===== src/rtl/mips_defs.sv =====
// Shared definitions for the MIPS instruction-fetch stage.
package mips_defs;

  localparam logic [31:0] RESET_PC = 32'h0000_3000;
  localparam logic [31:0] NOP_WORD = 32'h0000_0000;

  // Fetch state encoding
  localparam logic [0:0] ST_RUN  = 1'b0;
  localparam logic [0:0] ST_HOLD = 1'b1;

  // Contents of the IF/ID pipeline register
  typedef struct packed {
    logic [31:0] instr;
    logic [31:0] pc;
    logic [31:0] pc4;
  } ifid_t;

  function automatic logic misaligned(input logic [31:0] addr);
    return addr[1:0] != 2'b00;
  endfunction

endpackage


===== src/rtl/pc_reg.sv =====
// PC register with redirect capture during stalls.
//
//   state | meaning
//   RUN   | normal sequential fetch, no redirect pending
//   HOLD  | a redirect arrived while stalled; pend_pc holds the newest target
module pc_reg
  import mips_defs::*;
(
  input  logic        clk,
  input  logic        reset,
  input  logic        stall,
  input  logic        redirect,
  input  logic [31:0] redirect_pc,
  output logic [31:0] pc
);

  logic [0:0]  state;
  logic [0:0]  state_next;
  logic [31:0] pend_pc;
  logic [31:0] pend_next;
  logic [31:0] pc_next;

  // Next-PC selection; a stall always wins so the delay slot stays at im_addr
  always_comb begin
    pc_next    = pc + 32'd4;
    pend_next  = pend_pc;
    state_next = state;
    if (stall) begin
      pc_next = pc;
      if (redirect) begin
        pend_next  = redirect_pc;
        state_next = ST_HOLD;
      end
    end else if (redirect) begin
      pc_next    = redirect_pc;
      state_next = ST_RUN;
    end else if (state == ST_HOLD) begin
      pc_next    = pend_pc;
      state_next = ST_RUN;
    end
  end

  // State, PC and pending-target registers
  always_ff @(posedge clk or posedge reset) begin
    if (reset) begin
      pc      <= RESET_PC;
      pend_pc <= 32'h0000_0000;
      state   <= ST_RUN;
    end else begin
      pc      <= pc_next;
      pend_pc <= pend_next;
      state   <= state_next;
    end
  end

endmodule


===== src/rtl/fetch_unit.sv =====
// Instruction-fetch stage: PC, IF/ID register, fetch counter, alignment flag.
// No flush path exists: the delay-slot instruction always reaches ID.
module fetch_unit
  import mips_defs::*;
(
  input  logic        clk,
  input  logic        reset,
  input  logic        stall,
  input  logic        redirect,
  input  logic [31:0] redirect_pc,
  output logic [31:0] im_addr,
  input  logic [31:0] im_rdata,
  output logic [31:0] id_instr,
  output logic [31:0] id_pc,
  output logic [31:0] id_pc4,
  output logic [31:0] fetch_cnt,
  output logic        align_err
);

  logic [31:0] pc;
  ifid_t       ifid;

  pc_reg u_pc (
    .clk         (clk),
    .reset       (reset),
    .stall       (stall),
    .redirect    (redirect),
    .redirect_pc (redirect_pc),
    .pc          (pc)
  );

  assign im_addr  = pc;
  assign id_instr = ifid.instr;
  assign id_pc    = ifid.pc;
  assign id_pc4   = ifid.pc4;

  // IF/ID register and fetch counter advance together on every unstalled edge
  always_ff @(posedge clk or posedge reset) begin
    if (reset) begin
      ifid      <= '{instr: NOP_WORD, pc: 32'h0, pc4: 32'h0};
      fetch_cnt <= 32'h0;
    end else if (!stall) begin
      ifid      <= '{instr: im_rdata, pc: pc, pc4: pc + 32'd4};
      fetch_cnt <= fetch_cnt + 32'd1;
    end
  end

  // Sticky flag: every redirect is accepted, either into pc or into pend_pc
  always_ff @(posedge clk or posedge reset) begin
    if (reset)
      align_err <= 1'b0;
    else if (redirect && misaligned(redirect_pc))
      align_err <= 1'b1;
  end

endmodule


===== config.mk =====
export PLATFORM = sky130hd
export DESIGN_NAME = fetch_unit
export DESIGN_NICKNAME = d
export VERILOG_FILES = /design/src/rtl/mips_defs.sv /design/src/rtl/pc_reg.sv /design/src/rtl/fetch_unit.sv
export SDC_FILE = /design/constraint.sdc
export NUM_CORES = 1
export LEC_CHECK = 0
export ABC_AREA = 1
export BUFFER_PORTS_ARGS = -buffer_cell sky130_fd_sc_hd__clkbuf_2
export CELL_PAD_IN_SITES_DETAIL_PLACEMENT = 0
export CELL_PAD_IN_SITES_GLOBAL_PLACEMENT = 2
export CORE_AREA = 2 2 174 176
export DETAILED_ROUTE_END_ITERATION = 6
export DIE_AREA = 0 0 176 178
export GPL_ROUTABILITY_DRIVEN = 1
export PLACE_DENSITY_LB_ADDON = 0.1
export SLEW_MARGIN = 20
export SYNTH_ARGS = -nofsm -noshare
export SYNTH_HDL_FRONTEND = slang
export SYNTH_SLANG_ARGS = --single-unit

===== constraint.sdc =====
create_clock -name clk -period 6.3 [get_ports clk]
set_clock_uncertainty 0.1 [all_clocks]
set_input_delay 0.315 -clock clk [delete_from_list [all_inputs] [get_ports clk]]
set_output_delay 0.315 -clock clk [all_outputs]
set_load 0.01 [all_outputs]

# ---- Word level (Yosys, flattened, before mapping)
# Cells that the tools add are included.
# Widths: inputs -> output; s select.
dict set report totals {
  output_inout_bits 161
  in_bits 68
  register_bits 194
  elab_cells 18
}
dict set report op_classes {
  reduce_logical 3
  add_sub_neg 2
  n_eq_ne 1
  muxes 4
}
# operator count
set ops {}
lappend ops {{$mux 32} 2}
lappend ops {{$add 32x1->32 const B} 1}
lappend ops {{$add 32x3->32 const B} 1}
lappend ops {{$mux 1} 2}
lappend ops {{$ne 2x1->1 const B} 1}
lappend ops {{$reduce_and 2->1} 1}
lappend ops {{$reduce_bool 2->1} 1}
lappend ops {{$logic_and 1x1->1} 1}

# ---- Logic depth before layout (Yosys ltp)
# Gate-level depths: netlist of run 1.
dict set report depth {
  ltp_word 3
  ltp_mapped 10
  ltp_nobuf 10
}

# ---- Cells and area by module
# Synthesis of run 1 repeated with hierarchy kept, for this count alone.
dict set report unflattened {
  hier_cells 1386
  hier_area_um2 10178.5
}
# module n_inst area_each_um2 seq_area_each_um2 cells_per_inst
set by_module_without_submodules {}
lappend by_module_without_submodules {fetch_unit 1 6267.3 3178.0 821}
lappend by_module_without_submodules {pc_reg 1 3911.3 1629.1 565}

# ---- Worst setup path before layout of run 1
# OpenSTA, ideal clock, no wires.
dict set report synth_timing {
  path_type {reg2reg}
  startpoint {register fetch_cnt[0]}
  endpoint {register fetch_cnt[30]}
  n_path_buf 0
  setup_slack_ns 4.687
  path_stages_with_launch 9
  t_required_ns 6.087
  arrival_ns 1.400
  setup_time_ns 0.113
  synth_period_minus_slack_ns 1.613
  cell_sequence {dfrtp_1 ha_1 nand3_4 nor3_2 nand3_2 nor2_4 nand3_1 nand2_1 inv_1}
}
dict set report synth_between {
  elab_chain_len 1
}
# item line
set synth_lines {}
lappend synth_lines {{start, declared} fetch_unit.sv:16} ;# output logic [31:0] fetch_cnt,
lappend synth_lines {{start signal, assigned} fetch_unit.sv:44} ;# fetch_cnt <= fetch_cnt + 32'd1;
lappend synth_lines {{$add 32x1->32} fetch_unit.sv:44}
# Every way passes these cells.
# A chain may end at the register's enable or synchronous reset.

==> impl_results.md, run 1 <==
- Critical path class: in2reg
- CP Capture Type: register
- Max-slew violations: 0
- Sw Ratio: 31.2%
- Post-synthesis sequential area ratio: between 50 and 60%
- Clock-pin slew on the worst setup and hold paths: 0.07 ns
- Commonest non-fill, non-tap cells in the layout: nand2_1 (369), clkbuf_2 (227), dfrtp_1 (190)
- Most common cell on crit path: buf_4
- Worst path cell trace: buf_4 -> buf_4 -> inv_4 -> buf_4 -> o21ai_0 -> a221oi_1 -> a21oi_1
- Post-Syn Nets: approximately 1100
- Static Leak: 5.79 nW
- Ports: roughly 230
- Vias: between 7000 and 8000
- Outcome: finished, violations left
- Buffer depth of the longest clock path: 2
- Setup crit start kind: input port
- RSZ-0062 raised after global routing: false
- Clock sink count: between 150 and 200
- Final setup fails: 0
- Worst Setup SP: stall
- Yosys cell types: between 40 and 50
- Mapped Area: around 9000 sq um
- Mapped Cells: 1012
- Starting density of the core: slightly above 30%
- Detailed Route WL: 26700 um
- Hold slack: -0.0759 ns
- Global route overflow: 0
- N_diodes: 0
- Failing checks: negative hold slack
- Vias in the first global route: 7297
- CP max stage delay: ~0.69 ns
- Peak VDD IR: roughly 0.15 mV
- DRT Pass-1 Iters: 6
- H-tree depth: 4
- Root Buffer Master: clkbuf_16
- Worst reg2reg path startpoint: u_pc.pc[2]
- Commonest non-fill, non-tap cell in the layout: nand2_1
- Peak fanout along the critical path: 68
- Syn_area_per_cell: approximately 8.9 sq um
- Comb power frac: 18.8%
- Cts bufs inserted: 17
- EDFF count, synth: 0
- Count of final hold-check violations: 47
- Slew @ Worst Pin: between 0.9 and 1 ns
- First-pass GRT wire length: approximately 42000 um
- Setup TNS: 0 ns
- Yosys warning count: 0
- F_max: ~400 MHz
- Worst EP required: between 6 and 7 ns
- Clk pwr share: roughly 34%
- Share of cells above drive strength 1: about 28%
- # rows: 63
- Relative slew slack: 35.3%
- Sequential share of power: between 40 and 50%
- DR vias/cell: ~4.5
- Height of the die: 178 um
- Filler instances: about 3100
- Max Cap Viol: 0
- Wire length per cell: between 15 and 20 um
- Final Cycle Share: 39.8%
- Largest net degree at the start of global routing: 120
- Switch Pwr: 0.00103 W
- Horiz. Die Dim: between 150 and 200 um
- Top_reg_cell synth: dfrtp_1
- Cell internal pwr: approximately 0.0023 W
- Final setup margin: around 3.8 ns
- Final GP Congestion: roughly 0.75
- Placed cells: between 1500 and 2000
- Power Density: 291 nW/um^2
- Nets: between 1000 and 1500
- CTS tree: built
- CP max stage cell: buf_4
- Setup slack at placement: about 3.3 ns
- Starting DRT DRC Count: 414
- Post-route ant nets: 0
- Post-synth ARST share: between 90% and 100%
- Die footprint: 31300 sq um
- Antenna violations before repair: 0
- Layout area overhead: 26.7%
- Tightest Hold Check Type: in2async
- Drc violations: 0
- Global Route Usage Sum: between 10% and 20%
- Arr. time, crit path: 2.71 ns
- Hpwl dp: 19100 um
- Core area: around 30000 sq um
- Min Tclk post-route: 2.51 ns
- Clk_lat worst skew: about 0.44 ns
- Flops & latches, synth: about 190
- Final cell count without fillers: between 1500 and 2000
- Buffers on Ports: around 230
- R2r setup slk: about 4.3 ns
## logic make-up after synthesis
logic type	after synthesis	synth area share, %
AND/OR/NAND/NOR	532	25.7
adder cells (fa/ha/maj)	2	0.278
flip-flops	192	53.5
buffers and inverters	116	5.23
XOR/XNOR	34	3.73
multiplexers	32	4.01
AO/OA/AOI/OAI	104	7.58
## final cells by class
type / instances / area [sq um] / area share (%)
repair buffers: 265 / 1500 / 13.2
clock inverters: 12 / 155 / 1.36
multi-input cells: 704 / 3720 / 32.6
clock buffers: 19 / 443 / 3.89
flip-flops and latches: 192 / 4810 / 42.2
inverters: 73 / 284 / 2.49
well taps: 390 / 488 / 4.28
## through the flow
stage / area, sq um / power, W / util (%) / hold WS [ns]
3_5_place_dp: 10500 / 0.00220 / 35.7 / 0.362
3_3_place_gp: 10500 / 0.00219 / 35.7 / 0.360
2_1_floorplan: 8990 / 0.00191 / - / 0.325
6_report: 11400 / 0.00331 / 38.7 / -0.0759
5_1_grt: 11400 / 0.00352 / 38.7 / 0.00185
4_1_cts: 11400 / 0.00337 / 38.7 / 0.000215
## worst max-delay path, delay by kind of cell
kind,cells,cell delay [ns]
buffers and inverters,4,1.79
AOI/OAI and AO/OA,3,0.50
## repair_timing
| item | 4_1_cts | 5_1_grt |
|---|---|---|
| buffers inserted | 0 | 0 |
| gates resized for setup | 0 | 0 |
| hold buffers | 31 | 0 |
| hold endpoints to repair | 31 | 0 |
## power groups by stage
stage	Clock [W]	Combinational, W	Sequential (W)
finish	0.00114	0.000622	0.00155
CTS	0.00118	0.000636	0.00155
global route	0.00124	0.000703	0.00158
detailed placement	0	0.000618	0.00158
floorplan	0	0.000320	0.00159
global placement	0	0.000618	0.00158
## final timing paths
path                                       to  cells after the start
worst max-delay path               u_pc.pc[2]                      7
worst min-delay path            fetch_cnt[13]                      2
worst max register to register    u_pc.pc[20]                      8
worst min register to register      align_err                      1
max in group asynchronous          id_pc4[21]                      3
min in group clk                 id_instr[31]                      3
## metal layers
| metal | part of all wire, % | vias to the layer above | global-route usage, % |
|---|---|---|---|
| li1 | - | 3755 | - |
| met5 | 0 | - | 0 |
| met3 | 3.9 | 16 | 3.03 |
| met2 | 44 | 159 | 26.4 |
| met1 | 51 | 3469 | 26.1 |
| met4 | 0.98 | 0 | 3.96 |
## synth_stat cells, types with 8 or more instances
master	number	area, sq um
a22oi_1	8	60.1
nor2_4	9	101
clkbuf_1	24	90.1
nor2_1	75	282
xnor2_1	9	78.8
dfrtp_1	190	4750
o21ai_0	28	140
xor2_1	20	175
nor2_2	8	50.1
nand4_1	8	50.1
mux2_2	32	360
inv_1	67	251
nand2_1	369	1390
a221oi_1	29	254
buf_2	14	70.1
a21oi_1	19	95.1
nand2_2	9	56.3
a31oi_1	14	87.6
nand3_1	30	150
Note: power is estimated with default switching activity, not from simulation.
==> run 2, diff against run 1 <==
--- a/config.mk
+++ b/config.mk
@@ -9,9 +9,9 @@
 export BUFFER_PORTS_ARGS = -buffer_cell sky130_fd_sc_hd__clkbuf_2
 export CELL_PAD_IN_SITES_DETAIL_PLACEMENT = 0
 export CELL_PAD_IN_SITES_GLOBAL_PLACEMENT = 2
-export CORE_AREA = 2 2 174 176
+export CORE_AREA = 2 2 183 185
 export DETAILED_ROUTE_END_ITERATION = 6
-export DIE_AREA = 0 0 176 178
+export DIE_AREA = 0 0 185 187
 export GPL_ROUTABILITY_DRIVEN = 1
 export PLACE_DENSITY_LB_ADDON = 0.1
 export SLEW_MARGIN = 20
==> constraint.sdc (replaced) <==
create_clock -name clk -period 2 [get_ports clk]
set_clock_uncertainty 0.1 [all_clocks]
set_input_delay 0.1 -clock clk [delete_from_list [all_inputs] [get_ports clk]]
set_output_delay 0.1 -clock clk [all_outputs]
set_load 0.01 [all_outputs]
==> run 2 against run 1 <==
  * The flow now finishes without violations
  * Via count is 5.4% higher
  * Global-route usage is 0.39 points lower
  * Count of clock-buffer cells in the layout increased by 2
  * Clock power grew to 3.1 times the previous value
  * Register-to-register slack got worse by 4.1 ns
  * Utilization shrank 1.9 points
  * Cell count is 7.7% higher
  * First-iteration DRC count shrank 21%
  * Non-clock buffer count is 68 higher
  * Sequential share of layout area fell by 2.5 points
  * Critical endpoint is now u_pc.pc[24]
  * Flip-flop and latch count unchanged
  * Worst hold slack improved by 0.23 ns
==> impl_results.md, run 2 (synthesis gave the netlist of run 1 again) <==
- Worst path cell trace: ha_1 -> nand2_2 -> nor2_4 -> nand2_2 -> nor2_4 -> nand2_1 -> nand2_1 -> nand2_1 -> nand2_1 -> a21oi_1
- Final setup fails: 0
- Vias: 7798
- Clock sink count: 192
- R2r setup slk: roughly 0.23 ns
- Ports: between 200 and 250
- Die footprint: 34600 sq um
- Relative slew slack: between 50% and 60%
- Detailed Route WL: 28800 um
- Worst EP required: between 2 and 2.5 ns
- Share of cells above drive strength 1: 28.6%
- Hold_sp: redirect
- Setup TNS: 0 ns
- Worst Hold Depth: 4
- Min Tclk post-route: approximately 1.8 ns
- Clk_lat worst skew: roughly 0.45 ns
- First-pass GRT wire length: 45300 um
- Filler instances: between 3000 and 4000
- Starting DRT DRC Count: around 330
- Buffers on Ports: around 230
- Hold Path End: u_pc.pc[3]
- Setup crit start kind: register
- Worst Setup SP: u_pc.pc[2]
- Worst Path Buf+Inv: 0
- Peak VDD IR: approximately 0.6 mV
- Placed cells: 1684
- Hold slack: approximately 0.15 ns
- Horiz. Die Dim: around 190 um
- Setup Fix Bufs, Post-CTS: 0
- Antenna violations before repair: 0
- N_diodes: 0
- Max-slew violations: 0
- Height of the die: roughly 190 um
- CP Capture Type: register
- Final Instance Area: between 10000 and 15000 sq um
- Post-route ant nets: 0
- DRT Pass-1 Iters: 5
- CP max stage delay: 0.43 ns
- Drc violations: 0
- Critical path class: reg2reg
- Hpwl dp: 20700 um
- Commonest non-fill, non-tap cells in the layout: nand2_1 (369), clkbuf_2 (227), dfrtp_1 (190)
- # rows: 67
- R2r worst-path depth: 10
- Cell Area, Placed: ~11000 sq um
- FF-to-FF End: u_pc.pc[24]
- CP max stage cell: dfrtp_1
- Largest net degree at the start of global routing: between 70 and 80
- Buffer depth of the longest clock path: 2
- Count of final hold-check violations: 0
- Delay-heaviest family, CP: simple AND/OR/NAND/NOR gates
- Most common cell on crit path: nand2_1
- Static Leak: around 6.1 nW
- Final setup margin: 0.235 ns
- Layout area overhead: 34.8%
- Vias in the first global route: roughly 7800
- Max Cap Viol: 0
- Outcome: finished, final reports clean
- Root Buffer Master: clkbuf_16
- Setup slack at placement: about 0.15 ns
- H-tree depth: 4
- Final Cycle Share: about 88%
- Global Route Usage Sum: between 10% and 20%
- Power Density: between 800 and 900 nW/um^2
- Core area: ~33000 sq um
- Arr. time, crit path: 1.98 ns
- Worst reg2reg path startpoint: u_pc.pc[2]
- CTS tree: built
- Peak fanout along the critical path: 6
- Slew @ Worst Pin: roughly 0.73 ns
- Tightest Hold Check Type: in2reg
- Nets: ~1400
- Wire length per cell: 16.2 um
- Final cell count without fillers: around 1800
- Commonest non-fill, non-tap cell in the layout: nand2_1
- Clock-pin slew on the worst setup and hold paths: roughly 0.07 ns
- Starting density of the core: a little over a quarter
- RSZ-0062 raised after global routing: false
- Cts bufs inserted: 17
- Global route overflow: 0
- F_max: between 500 and 600 MHz
- Final GP Congestion: 0.745
- DR vias/cell: between 4 and 5
-- run 2: how the worst max path moves through the flow --
| stage | to | slack, ns | cells after the start |
|---|---|---|---|
| final | u_pc.pc[24] | 0.23 | 10 |
| after global routing | u_pc.pc[19] | 0.02 | 8 |
| after floorplan | align_err | -0.67 | 1 |
| after global placement | u_pc.pc[16] | 0.15 | 7 |
| after CTS | u_pc.pc[24] | 0.13 | 8 |
| after detailed placement | u_pc.pc[24] | 0.15 | 9 |
-- run 2: repair_timing --
action,CTS,global route
resized for setup,0,1
hold endpoints to repair,118,0
setup endpoints to repair,0,1
hold buffers,66,0
-- run 2: layout make-up --
class | instances | area (sq um) | area share [%]
flip-flops and latches | 192 | 4810 | 39.7
clock inverters | 11 | 128 | 1.05
inverters | 73 | 280 | 2.31
clock buffers | 21 | 450 | 3.72
repair buffers | 333 | 2170 | 17.9
multi-input cells | 704 | 3720 | 30.7
well taps | 448 | 561 | 4.63
-- run 2: per-layer routing --
| metal | track usage, % | wire [um] |
|---|---|---|
| met1 | 23.8 | 13900 |
| met2 | 26.9 | 13300 |
| met3 | 3.58 | 1340 |
| met4 | 4.46 | 301 |
| met5 | 0 | 0 |
-- run 2: per-stage QoR --
step	total power, W	utilization [%]
after detailed placement	0.00703	33.1
after floorplan	0.00600	-
after global routing	0.0111	36.9
after CTS	0.0107	36.9
final	0.0105	36.9
after global placement	0.00702	33.1
-- run 2: worst min-delay path, stage by stage --
cell and delay [ns]:
clkbuf_2 0.15, buf_4 0.23, nand2_1 0.08, a32oi_1 0.09
-- run 2: report_power, final --
part	internal, W	total, W	switching [W]
Clock	0.00190	0.00352	0.00163
Combinational	0.000906	0.00218	0.00127
Sequential	0.00438	0.00481	0.000432
==> run 3, diff against run 2 <==
==> constraint.sdc (replaced) <==
create_clock -name clk -period 1.5 [get_ports clk]
set_clock_uncertainty 0.1 [all_clocks]
set_input_delay 0.075 -clock clk [delete_from_list [all_inputs] [get_ports clk]]
set_output_delay 0.075 -clock clk [all_outputs]
set_load 0.01 [all_outputs]
==> run 3 against run 2 <==
  * Fmax rose by 3.2%
  * Critical path depth fell by 3
  * Setup slack got worse by 0.44 ns
  * Utilization rose by 4.5 points
  * Worst hold slack got worse by 0.12 ns
  * Clock power rose by 39%
  * Flip-flop and latch count did not move
  * Critical endpoint is now u_pc.pc[16]
  * The run now ends with negative setup slack left
  * Die area did not move
  * Largest power group unchanged
  * Non-clock buffer count rose by 110
  * Highest routed layer unchanged
  * First-iteration DRC count rose by 14%
  * Routed wire length rose by 2.8%
  * Register-to-register slack got worse by 0.44 ns
==> impl_results.md, run 3 (synthesis gave the netlist of run 1 again) <==
- Outcome: finished, violations left
- Failing checks: negative setup slack
- Levels on crit path: 7
- Height of the die: approximately 190 um
- Drc violations: 0
- CTS tree: built
- Ports: 229
- Static Leak: 6.80 nW
- Worst Hold Depth: 4
- Max Cap Viol: 0
- R2r worst-path depth: 7
- DRT Pass-1 Iters: 4
- Antenna violations before repair: 0
- Share of cells above drive strength 1: approximately two fifths
- Setup crit start kind: register
- Top sig layer: met4
- Routed length on met3: roughly 1100 um
- CP Capture Type: register
- Min Tclk post-route: around 1.7 ns
- Peak fanout along the critical path: 3
- Clk_lat worst skew: 0.45 ns
- Hold slack: between 0.02 and 0.03 ns
- Layout area overhead: 51.3%
- Die footprint: between 30000 and 40000 sq um
- Largest net degree at the start of global routing: just under 60
- Buffer depth of the longest clock path: 2
- Worst EP required: 1.77 ns
- First-pass GRT wire length: 46400 um
- Hpwl dp: approximately 21000 um
- Nets: about 1500
- Tightest Hold Check Type: in2reg
- Final GP Congestion: roughly 0.77
- Clock sink count: approximately 190
- F_max: 585 MHz
- Commonest non-fill, non-tap cell in the layout: nand2_1
- WL met1: 14200 um
- Vias: roughly 8100
- Power Density: 1110 nW/um^2
- Delay-heaviest family, CP: simple AND/OR/NAND/NOR gates
- Post-route ant nets: 0
- Peak VDD IR: ~0.87 mV
- Worst path cell trace: nand2_2 -> nor2_4 -> nand2_2 -> nor2_4 -> xor2_2 -> nand2_1 -> a21oi_1
- CP max stage cell: dfstp_2
- Setup TNS: -2.75 ns
- H-tree depth: 4
- Cts bufs inserted: 17
- Core area: about 33000 sq um
- CP max stage delay: ~0.58 ns
- Slew @ Worst Pin: between 0.9 and 1 ns
- Detailed Route WL: slightly below 30000 um
- Count of final hold-check violations: 0
- Vias in the first global route: 8203
- Max-slew violations: 0
- DR vias/cell: about 4.3
- Commonest non-fill, non-tap cells in the layout: nand2_1 (345), clkbuf_2 (224), dfrtp_1 (188)
- Arr. time, crit path: between 1.5 and 2 ns
- Hold_sp: stall
- Final setup margin: -0.210 ns
- Final Util: 41.4%
- Root Buffer Master: clkbuf_16
- # rows: 67
- Global route overflow: 0
- Starting DRT DRC Count: 375
- N_diodes: 0
- Final Cycle Share: 114%
- Final setup fails: 39
- Worst Setup SP: u_pc.pc[12]
- RSZ-0062 raised after global routing: true
- Wire length per cell: 15.7 um
- Buffers on Ports: between 200 and 250
- Starting density of the core: a little over a quarter
- Met2 Routed Length: between 10000 and 15000 um
- Critical path class: reg2reg
- Worst reg2reg path startpoint: u_pc.pc[12]
- Global Route Usage Sum: between 15 and 20%
- Horiz. Die Dim: around 190 um
- Worst Path Buf+Inv: 0
- Clock-pin slew on the worst setup and hold paths: 0.08 ns
- Relative slew slack: between 30 and 40%
[run 3: cell count changes in the layout (fill, tap and decap cells not counted), sizes merged]
| cell | before | now |
|---|---|---|
| buf | 40 | 150 |
| clkbuf | 248 | 246 |
| clkinvlp | 1 | 2 |
| dlygate4sd3 | 66 | 68 |
| dlymetal6s4s | 0 | 1 |
| inv | 75 | 73 |
[run 3: per-layer routing]
layer	GRT usage, %	vias to the layer above
met1	24.2	3876
met5	0	-
met3	3.62	14
met4	3.66	0
li1	-	4087
met2	28.3	167
[run 3: worst paths after layout]
check	to	slack, ns
max	u_pc.pc[16]	-0.21
min	id_pc4[3]	0.03
max reg2reg	u_pc.pc[16]	-0.21
min reg2reg	id_instr[1]	0.38
max in group asynchronous	id_instr[5]	0.63
min in group asynchronous	id_pc[7]	0.10
[run 3: final cells by class]
cell class,instances,area [sq um]
Clock buffer,22,494
Multi-Input combinational cell,704,4180
Fill cell,3422,19300
Tap cell,448,561
Clock inverter,10,124
Timing Repair Buffer,443,3150
Inverter,73,285
Sequential cell,192,4810
[run 3: power breakdown]
part	switching (W)	internal (W)	leakage [nW]	total, W
clock	0.00218	0.00271	0.305	0.00489
sequential	0.000499	0.00585	2.30	0.00635
combinational	0.00209	0.00178	4.20	0.00387
[run 3: stage by stage]
stage	area (sq um)	std cells	total power [W]	setup WS, ns
6_report	13600	1892	0.0151	-0.210
5_1_grt	13600	1892	0.0160	-0.276
4_1_cts	13300	1883	0.0152	-0.181
3_5_place_dp	11600	1772	0.00985	-0.237
3_3_place_gp	11600	1772	0.00984	-0.240
2_1_floorplan	9000	1012	0.00801	-1.15
[run 3: worst min-delay path: cells and delay by family]
family | cells | cell delay, ns
AOI/OAI and AO/OA | 1 | 0.11
buffers and inverters | 2 | 0.24
and+or+nand+nor | 1 | 0.12
[run 3: what timing repair did]
action                                 4_1_cts  5_1_grt
setup buffers                               11       10
cloned                                       0        0
pin swaps                                   31       40
setup endpoints to repair                   61       90
resized for setup                           63       73
endpoints found under the hold margin      300        0
hold buffers                                69        0
